===== src/rtl/bus_arbiter_pkg.sv =====
// rtl/bus_arbiter_pkg.sv - shared encodings for the backplane bus arbiter
package bus_arbiter_pkg;

    typedef enum logic [1:0] {
        ST_IDLE = 2'd0,
        ST_BUSY = 2'd1,
        ST_DONE = 2'd2
    } arbState_t;

    localparam logic [1:0] IDX_CPU = 2'd0;
    localparam logic [1:0] IDX_CSL = 2'd1;
    localparam logic [1:0] IDX_UBA = 2'd2;

    localparam int DEFAULT_TIMEOUT = 15;

    // Successor index in the CPU -> CSL -> UBA -> CPU rotation.
    function automatic logic [1:0] nextIdx(input logic [1:0] idx);
        return (idx >= IDX_UBA) ? IDX_CPU : idx + 2'd1;
    endfunction

endpackage


===== src/rtl/bus_arbiter_rr_pick.sv =====
// rtl/bus_arbiter_rr_pick.sv - combinational 3-way round-robin picker
module arb_rr_pick
    import bus_arbiter_pkg::*;
(
    input  logic [0:2] req,
    input  logic [1:0] last,
    output logic [0:2] gnt,
    output logic [1:0] gntIdx,
    output logic       valid
);

    logic [1:0] scan;

    // Search starts just after the previous owner so every requester gets a turn.
    always_comb begin
        gnt    = '0;
        gntIdx = IDX_CPU;
        valid  = 1'b0;
        scan   = nextIdx(last);
        for (int k = 0; k < 3; k++) begin
            if (!valid && req[scan]) begin
                valid     = 1'b1;
                gntIdx    = scan;
                gnt[scan] = 1'b1;
            end
            scan = nextIdx(scan);
        end
    end

endmodule


===== src/rtl/bus_arbiter.sv =====
// rtl/bus_arbiter.sv - KS-10 backplane bus arbiter for CPU, console and UBA DMA
module bus_arbiter
    import bus_arbiter_pkg::*;
#(
    parameter int TIMEOUT = DEFAULT_TIMEOUT
) (
    input  logic        clk,
    input  logic        rst,
    input  logic        cpuREQI,
    input  logic        cslREQI,
    input  logic        ubaREQI,
    input  logic [0:35] cpuADDRI,
    input  logic [0:35] cslADDRI,
    input  logic [0:35] ubaADDRI,
    input  logic [0:35] cpuDATAI,
    input  logic [0:35] cslDATAI,
    input  logic [0:35] ubaDATAI,
    input  logic        busACKI,
    output logic        busREQO,
    output logic [0:35] busADDRO,
    output logic [0:35] busDATAO,
    output logic [0:2]  arbGNTO,
    output logic        cpuACKO,
    output logic        cslACKO,
    output logic        ubaACKO,
    output logic        cpuNXMO,
    output logic        cslNXMO,
    output logic        ubaNXMO,
    output logic        nxmINTR,
    output logic [0:35] nxmADDRO
);

    localparam logic [3:0] TIMER_LOAD = 4'(TIMEOUT);

    arbState_t   state, stateNext;
    logic [3:0]  timer, timerNext;
    logic [1:0]  last, lastNext;
    logic [1:0]  owner, ownerNext;

    logic [0:2]  ackQ, ackD;
    logic [0:2]  nxmQ, nxmD;
    logic        busReqD;
    logic [0:35] addrD, dataD, nxmAddrD;
    logic [0:2]  gntD;
    logic        nxmIntrD;

    logic [0:2]  pickGnt;
    logic [1:0]  pickIdx;
    logic        pickValid;
    logic [0:35] pickAddr, pickData;

    arb_rr_pick uPick (
        .req    ({cpuREQI, cslREQI, ubaREQI}),
        .last   (last),
        .gnt    (pickGnt),
        .gntIdx (pickIdx),
        .valid  (pickValid)
    );

    always_comb begin
        case (pickIdx)
            IDX_CSL: begin pickAddr = cslADDRI; pickData = cslDATAI; end
            IDX_UBA: begin pickAddr = ubaADDRI; pickData = ubaDATAI; end
            default: begin pickAddr = cpuADDRI; pickData = cpuDATAI; end
        endcase
    end

    // Output flops are updated together with the state so every port is registered.
    always_ff @(posedge clk) begin
        if (rst) begin
            state    <= ST_IDLE;
            timer    <= '0;
            last     <= IDX_UBA;
            owner    <= IDX_CPU;
            busREQO  <= 1'b0;
            busADDRO <= '0;
            busDATAO <= '0;
            arbGNTO  <= '0;
            ackQ     <= '0;
            nxmQ     <= '0;
            nxmINTR  <= 1'b0;
            nxmADDRO <= '0;
        end else begin
            state    <= stateNext;
            timer    <= timerNext;
            last     <= lastNext;
            owner    <= ownerNext;
            busREQO  <= busReqD;
            busADDRO <= addrD;
            busDATAO <= dataD;
            arbGNTO  <= gntD;
            ackQ     <= ackD;
            nxmQ     <= nxmD;
            nxmINTR  <= nxmIntrD;
            nxmADDRO <= nxmAddrD;
        end
    end

    always_comb begin
        stateNext = state;
        case (state)
            ST_IDLE: if (pickValid) stateNext = ST_BUSY;
            ST_BUSY: if (busACKI || timer == 4'd1) stateNext = ST_DONE;
            ST_DONE: stateNext = ST_IDLE;
            default: stateNext = ST_IDLE;
        endcase
    end

    always_comb begin
        timerNext = timer;
        lastNext  = last;
        ownerNext = owner;
        busReqD   = busREQO;
        addrD     = busADDRO;
        dataD     = busDATAO;
        gntD      = arbGNTO;
        ackD      = '0;
        nxmD      = '0;
        nxmIntrD  = 1'b0;
        nxmAddrD  = nxmADDRO;
        case (state)
            ST_IDLE: begin
                gntD    = '0;
                busReqD = 1'b0;
                if (pickValid) begin
                    ownerNext = pickIdx;
                    gntD      = pickGnt;
                    addrD     = pickAddr;
                    dataD     = pickData;
                    timerNext = TIMER_LOAD;
                    busReqD   = 1'b1;
                end
            end
            ST_BUSY: begin
                // An ACK arriving on the expiry edge still completes the cycle normally.
                if (busACKI) begin
                    busReqD     = 1'b0;
                    ackD[owner] = 1'b1;
                    lastNext    = owner;
                end else if (timer == 4'd1) begin
                    busReqD     = 1'b0;
                    nxmD[owner] = 1'b1;
                    nxmIntrD    = 1'b1;
                    nxmAddrD    = busADDRO;
                    lastNext    = owner;
                end else begin
                    timerNext = timer - 4'd1;
                end
            end
            ST_DONE: begin
                busReqD = 1'b0;
                gntD    = '0;
            end
            default: begin
                busReqD = 1'b0;
                gntD    = '0;
            end
        endcase
    end

    assign cpuACKO = ackQ[IDX_CPU];
    assign cslACKO = ackQ[IDX_CSL];
    assign ubaACKO = ackQ[IDX_UBA];
    assign cpuNXMO = nxmQ[IDX_CPU];
    assign cslNXMO = nxmQ[IDX_CSL];
    assign ubaNXMO = nxmQ[IDX_UBA];

endmodule


===== config.mk =====
export PLATFORM = sky130hd
export DESIGN_NAME = bus_arbiter
export DESIGN_NICKNAME = d
export VERILOG_FILES = /design/src/rtl/bus_arbiter_pkg.sv /design/src/rtl/bus_arbiter_rr_pick.sv /design/src/rtl/bus_arbiter.sv
export SDC_FILE = /design/constraint.sdc
export NUM_CORES = 1
export LEC_CHECK = 0
export ABC_AREA = 0
export BUFFER_PORTS_ARGS = -buffer_cell sky130_fd_sc_hd__buf_2
export CELL_PAD_IN_SITES_DETAIL_PLACEMENT = 0
export CELL_PAD_IN_SITES_GLOBAL_PLACEMENT = 1
export CORE_AREA = 2 2 141 143
export CTS_CLUSTER_DIAMETER = 30
export DETAILED_ROUTE_END_ITERATION = 8
export DIE_AREA = 0 0 143 145
export GPL_ROUTABILITY_DRIVEN = 0
export PLACE_DENSITY_LB_ADDON = 0.08
export SYNTH_ARGS = -nofsm -noshare
export SYNTH_HDL_FRONTEND = slang
export SYNTH_SLANG_ARGS = --single-unit

===== constraint.sdc =====
create_clock -name clk -period 2.4 [get_ports clk]
set_input_delay 0.24 -clock clk [delete_from_list [all_inputs] [get_ports clk]]
set_output_delay 0.24 -clock clk [all_outputs]
set_load 0.005 [all_outputs]

==> flow_summary.json, run 1 <==
{
  "status": "completed",
  "fin_skew_ps": 7.69,
  "drt.antenna.violating_nets": 0,
  "num_vias": 6105,
  "worstMarginPinSlew_ps": 719,
  "wl_per_cell_um": 16.7,
  "min_period_over_period_pct": 81.9,
  "synth_mux_area_share_pct": 0.351,
  "drt_iter0_drc": 218,
  "post-route-min-period_ps": 1960,
  "max_freq_mhz": 509,
  "syn_avg_cell_area_um2": 8.59,
  "area_growth_pct": 45.7,
  "setup-tns-final_ps": 0,
  "intPower_mw": 4.47,
  "postCtsSetupBuffers": 0,
  "die_w_um": 143,
  "critPathRequiredTime_ps": 2760,
  "routed_wl_mm": 20.9,
  "min_path_type": "in2reg",
  "critPathLaunchType": "flop",
  "initial_core_util_pct": 29.7,
  "cts_tree": "built",
  "num-nets-final": 1200,
  "fill_cells": 2048,
  "dieHeight_um": 145,
  "cts_buffers": 17,
  "synth_compound_area_share_pct": 36.0,
  "cts_buffer_depth": 2,
  "yosys.area_share.simple_pct": 11.6,
  "grt_pass1_wl_mm": 32.3,
  "rsz0062_at_grt": "false",
  "diodes": 0,
  "die_area_um2": 20700,
  "io_pins": 341,
  "power.net_switching_mw": 1.70,
  "crit_fanout": 31,
  "antenna_found_initial": 0,
  "slew_violations": 0,
  "critPathKind": "reg2reg",
  "drive_gt1_share_pct": 40.9,
  "cts-resized-gates": 0,
  "clkPwrFrac_pct": 41.9,
  "cts.sinks": 129,
  "overflow": 0,
  "combPwrFrac_pct": 19.1,
  "relSlewSlack_pct": 52.1,
  "hpwlAfterDp_mm": 14.5,
  "fin_ws_ps": 436,
  "root_buffer": "clkbuf_16",
  "ys_seq_elements": 129,
  "clk_pin_slew_ps": 60,
  "p_leak_nw": 3.87,
  "cp.arrival_ps": 2320,
  "synthXorXnorAreaFrac_pct": 0,
  "vias_per_cell": 4.88,
  "rows": 51,
  "synth.distinct_cells": 37,
  "ys_warn_count": 0,
  "dp_slack_ps": 376,
  "synth_top_family_by_area": "compound AO/OA/AOI/OAI gates",
  "setup_violations": 0,
  "buffer_ports.inserted": 340,
  "core_um2": 19200,
  "synthAdderAreaFrac_pct": 0.877,
  "hold_viol": 0,
  "postCtsHoldBufs": 0,
  "grt_max_degree": 58,
  "grt_use_total_pct": 19.7,
  "p_sw_share_pct": 27.6,
  "synth_cells": 664,
  "yosysSeqAreaShare_pct": 45.3,
  "grt_pass1_vias": 5950,
  "syn_area_um2": 5700,
  "crit_path_end_kind": "flop",
  "drc": 0,
  "dr.pass1.iters": 4,
  "htreeDepth": 4,
  "vdd_drop_max_mv": 0.423,
  "powerDensity_nw_per_um2": 743,
  "drv_cap": 0,
  "clk-insertion-delay-late_ps": 410,
  "seq_power_share_pct": 39.1,
  "synth_nets": 890
}
-- power by group through the flow --
stage / registers, mW / clock network (mW) / logic, mW
finish: 2.41 / 2.59 / 1.18
global route: 2.43 / 2.76 / 1.32
CTS: 2.41 / 2.65 / 1.20
detailed placement: 2.45 / 0 / 1.20
global placement: 2.46 / 0 / 1.20
floorplan: 2.45 / 0 / 0.615
-- layer usage --
metal	global-route usage (%)	vias to the layer above	part of all wire, %	routed length (um)
met2	33.6	213	48	9950
li1	-	3095	-	-
met5	0	-	0	0
met4	5.64	0	1.7	346
met3	5.51	22	6.5	1350
met1	24.2	2775	44	9230
-- critical path: stages, from the launching register on --
cell     delay [ps]
dfxtp_1         410
nor2b_1          70
o22ai_1         240
and2_1          180
ha_2            190
buf_4           350
a22oi_1         110
o21ai_0         200
a22o_1          150
-- kinds of logic after synthesis --
logic type | Yosys count
AO/OA/AOI/OAI | 309
AND/OR/NAND/NOR | 145
flip-flops | 129
buffers and inverters | 75
adder cells (fa/ha/maj) | 4
multiplexers | 2
-- layout make-up --
class	count	area, um2	area share (%)
multi-input combinational	460	2820	34.0
tap	265	332	3.99
inverter	4	15.0	0.181
clock inverter	10	108	1.29
timing repair buffer	362	1970	23.7
sequential	129	2580	31.1
clock buffer	22	484	5.83
-- stage by stage --
step	std cells	instance area [um2]	util [%]	hold WS (ps)	power, mW
CTS	1252	8310	43.3	102	6.26
global route	1252	8310	43.3	116	6.51
detailed placement	1220	7720	40.2	458	3.65
floorplan	664	5700	-	364	3.07
finish	1252	8310	43.3	120	6.17
global placement	1220	7720	40.2	454	3.65
-- registers in the layout (all words and copies together), names as in the netlist --
name,count
busADDRO,36
busDATAO,36
nxmADDRO,36
timer,4
ackQ,3
arbGNTO,3
nxmQ,3
last,2
owner,2
state,2
busREQO,1
nxmINTR,1
-- cell usage after synthesis --
library cell | n | area share (%)
a21oi_1 | 39 | 3.4
a22o_1 | 72 | 11
a22oi_1 | 72 | 9.5
a31o_2 | 2 | 0.31
a31oi_1 | 4 | 0.44
a32o_1 | 5 | 0.88
and2_1 | 2 | 0.22
and3b_1 | 1 | 0.15
buf_1 | 8 | 0.53
buf_2 | 13 | 1.1
buf_4 | 2 | 0.26
buf_6 | 4 | 0.79
clkbuf_1 | 43 | 2.8
clkbuf_2 | 1 | 0.088
dfxtp_1 | 129 | 45
ha_1 | 4 | 0.88
inv_1 | 4 | 0.26
mux2i_1 | 2 | 0.35
nand2_1 | 78 | 5.1
nand2b_1 | 4 | 0.44
nand3_1 | 38 | 3.3
nor2_1 | 7 | 0.46
nor2b_1 | 3 | 0.33
nor3_1 | 4 | 0.35
nor3b_1 | 2 | 0.26
nor3b_2 | 1 | 0.22
nor4_1 | 1 | 0.11
o211a_1 | 1 | 0.18
o21a_1 | 1 | 0.13
o21ai_0 | 102 | 8.9
o21ai_1 | 7 | 0.61
o21bai_1 | 1 | 0.13
o22ai_1 | 2 | 0.22
o41ai_1 | 1 | 0.15
or3_4 | 1 | 0.20
or3b_2 | 2 | 0.31
or4_1 | 1 | 0.13
-- cells in the final DEF, fill, tap and decap left out, types with 2 or more instances in the layout --
cell type and n:
a31oi_1 4, clkinvlp_4 3, a22oi_1 72, nor2b_1 3
buf_4 14, o21ai_0 102, nand3_1 38, a32o_1 5
and2_1 2, ha_1 2, nor2_1 7, or3b_2 2
nor3_1 4, o22ai_1 2, mux2i_1 2, clkbuf_16 17
bufinv_16 2, clkinv_2 5, a22o_1 72, dfxtp_1 129
a31o_2 2, buf_12 8, inv_1 4, nand2b_1 4
clkbuf_8 4, nand2_1 78, o21ai_1 7, a21oi_1 38
buf_2 340
-- path summary, 6_finish.rpt --
kind / start / end / slack, ps / cells past startpoint
worst min register to register: busREQO$_SDFFE_PP0P_ / busREQO$_SDFFE_PP0P_ / 470 / 2
worst min-delay path: cpuREQI / arbGNTO[0]$_SDFFE_PP0N_ / 120 / 2
worst max register to register: last[1]$_SDFFE_PP1P_ / busDATAO[5]$_SDFFE_PP0P_ / 440 / 8
worst max-delay path: last[1]$_SDFFE_PP1P_ / busDATAO[5]$_SDFFE_PP0P_ / 440 / 8
Note: power is estimated with default switching activity, not from simulation.
==> inputs of run 2 (changes only) <==
CORE_AREA = 2 2 149 151   (was 2 2 141 143)
DIE_AREA = 0 0 151 153   (was 0 0 143 145)
clock period = 1.8 ns   (was 2.4 ns; I/O delays follow)
==> flow_summary.json, run 2 (synthesis gave the netlist of run 1 again) <==
{
  "dieHeight_um": 153,
  "rows": 54,
  "drt.antenna.violating_nets": 0,
  "final_cell_mix": "340 x buf_2, 127 x dfxtp_1, 77 x nand2_1",
  "dr.pass1.iters": 4,
  "cts.sinks": 129,
  "grt_pass1_wl_mm": 33.8,
  "grt_max_degree": 50,
  "hpwlAfterDp_mm": 15.4,
  "crit_fanout": 14,
  "post-route-min-period_ps": 1770,
  "htreeDepth": 4,
  "crit_start": "last[1]$_SDFFE_PP1P_",
  "p_leak_nw": 4.14,
  "fin_skew_ps": 9.29,
  "clk-insertion-delay-late_ps": 420,
  "diodes": 0,
  "hp-start": "ubaREQI",
  "critPathLaunchType": "flop",
  "rsz0062_at_grt": "true",
  "dp_slack_ps": -70.4,
  "critPathKind": "reg2reg",
  "fin_area_um2": 9000,
  "max_freq_mhz": 566,
  "initial_core_util_pct": 26.5,
  "drv_cap": 0,
  "drive_gt1_share_pct": 46.3,
  "cts_tree": "built",
  "fin_ws_ps": 32.4,
  "die_area_um2": 23100,
  "vdd_drop_max_mv": 0.471,
  "cts_buffer_depth": 2,
  "grt_pass1_vias": 6126,
  "cp.arrival_ps": 2070,
  "cts_buffers": 17,
  "largestRegisters": "busADDRO x36, busDATAO x36, nxmADDRO x36",
  "final_common_cell": "buf_2",
  "power_mw": 8.76,
  "powerDensity_nw_per_um2": 973,
  "clk_pin_slew_ps": 60,
  "drt_iter0_drc": 304,
  "critPathRequiredTime_ps": 2110,
  "io_pins": 341,
  "place_area_um2": 7880,
  "min_period_over_period_pct": 98.2,
  "buffer_ports.inserted": 340,
  "routed_wl_mm": 23.7,
  "crit_path_end_kind": "flop",
  "worstMarginPinSlew_ps": 379,
  "status": "completed",
  "die_w_um": 151,
  "hold_viol": 0,
  "drc": 0,
  "min_path_type": "in2reg",
  "reg2reg_from": "last[1]$_SDFFE_PP1P_",
  "vias_per_cell": 4.94,
  "slew_violations": 0,
  "root_buffer": "clkbuf_16",
  "fin_cells": 1299,
  "grt_use_total_pct": 18.6,
  "num_vias": 6413,
  "antenna_found_initial": 0,
  "relSlewSlack_pct": 74.7,
  "wl_per_cell_um": 18.3,
  "num-nets-final": 1233,
  "overflow": 0,
  "core_um2": 21500,
  "setup_violations": 0,
  "dp.cells": 1251,
  "area_growth_pct": 57.8
}
-- run 2: critical path, stage by stage, from the launching register on --
cell       delay [ps]
dfxtp_4           410
nor2b_4            60
o22ai_4           150
nand2_2           100
ha_4              310
buf_6             150
clkbuf_16         170
o21ai_0           100
a22o_1            200
-- run 2: cell type report --
type / count / area, um2
Clock inverter: 10 / 135
Timing Repair Buffer: 395 / 2430
Inverter: 4 / 15.0
Fill cell: 2266 / 12500
Sequential cell: 129 / 2590
Multi-Input combinational cell: 460 / 3020
Tap cell: 280 / 350
Clock buffer: 21 / 460
-- run 2: where the power goes --
group / switching [mW] / leakage, nW / total [mW] / internal (mW)
registers: 0.149 / 1.05 / 3.22 / 3.07
clock network: 1.30 / 0.281 / 3.54 / 2.24
logic: 1.03 / 2.80 / 2.00 / 0.976
-- run 2: stage by stage --
step                      util (%)  TNS (ps)  hold slack [ps]
after CTS                     39.9         0             48.8
after floorplan                  -         0              304
final                         41.9         0             64.5
after global routing          41.9      -376             53.5
after detailed placement      36.7      -595              459
after global placement        36.7      -270              451
-- run 2: path summary, 6_finish.rpt --
check	depth (start not counted)	to	slack (ps)
worst min register to register	2	busREQO$_SDFFE_PP0P_	470
worst min-delay path	2	arbGNTO[2]$_SDFFE_PP0N_	60
worst max-delay path	8	busDATAO[28]$_SDFFE_PP0P_	30
worst max register to register	8	busDATAO[28]$_SDFFE_PP0P_	30
-- run 2: repair_timing --
| action | CTS | global route |
|---|---|---|
| gates cloned | 1 | 10 |
| setup endpoints to repair | 53 | 87 |
| pin swaps | 2 | 4 |
| gates resized for setup | 15 | 84 |
| hold buffers | 0 | 0 |
| setup buffers | 1 | 5 |
-- run 2: layer usage --
metal	vias up	global-route usage [%]	wire length (um)
li1	3167	-	-
met1	3003	23.3	10200
met2	217	30.7	11500
met3	26	5.85	1650
met4	0	5.52	418
met5	-	0	0
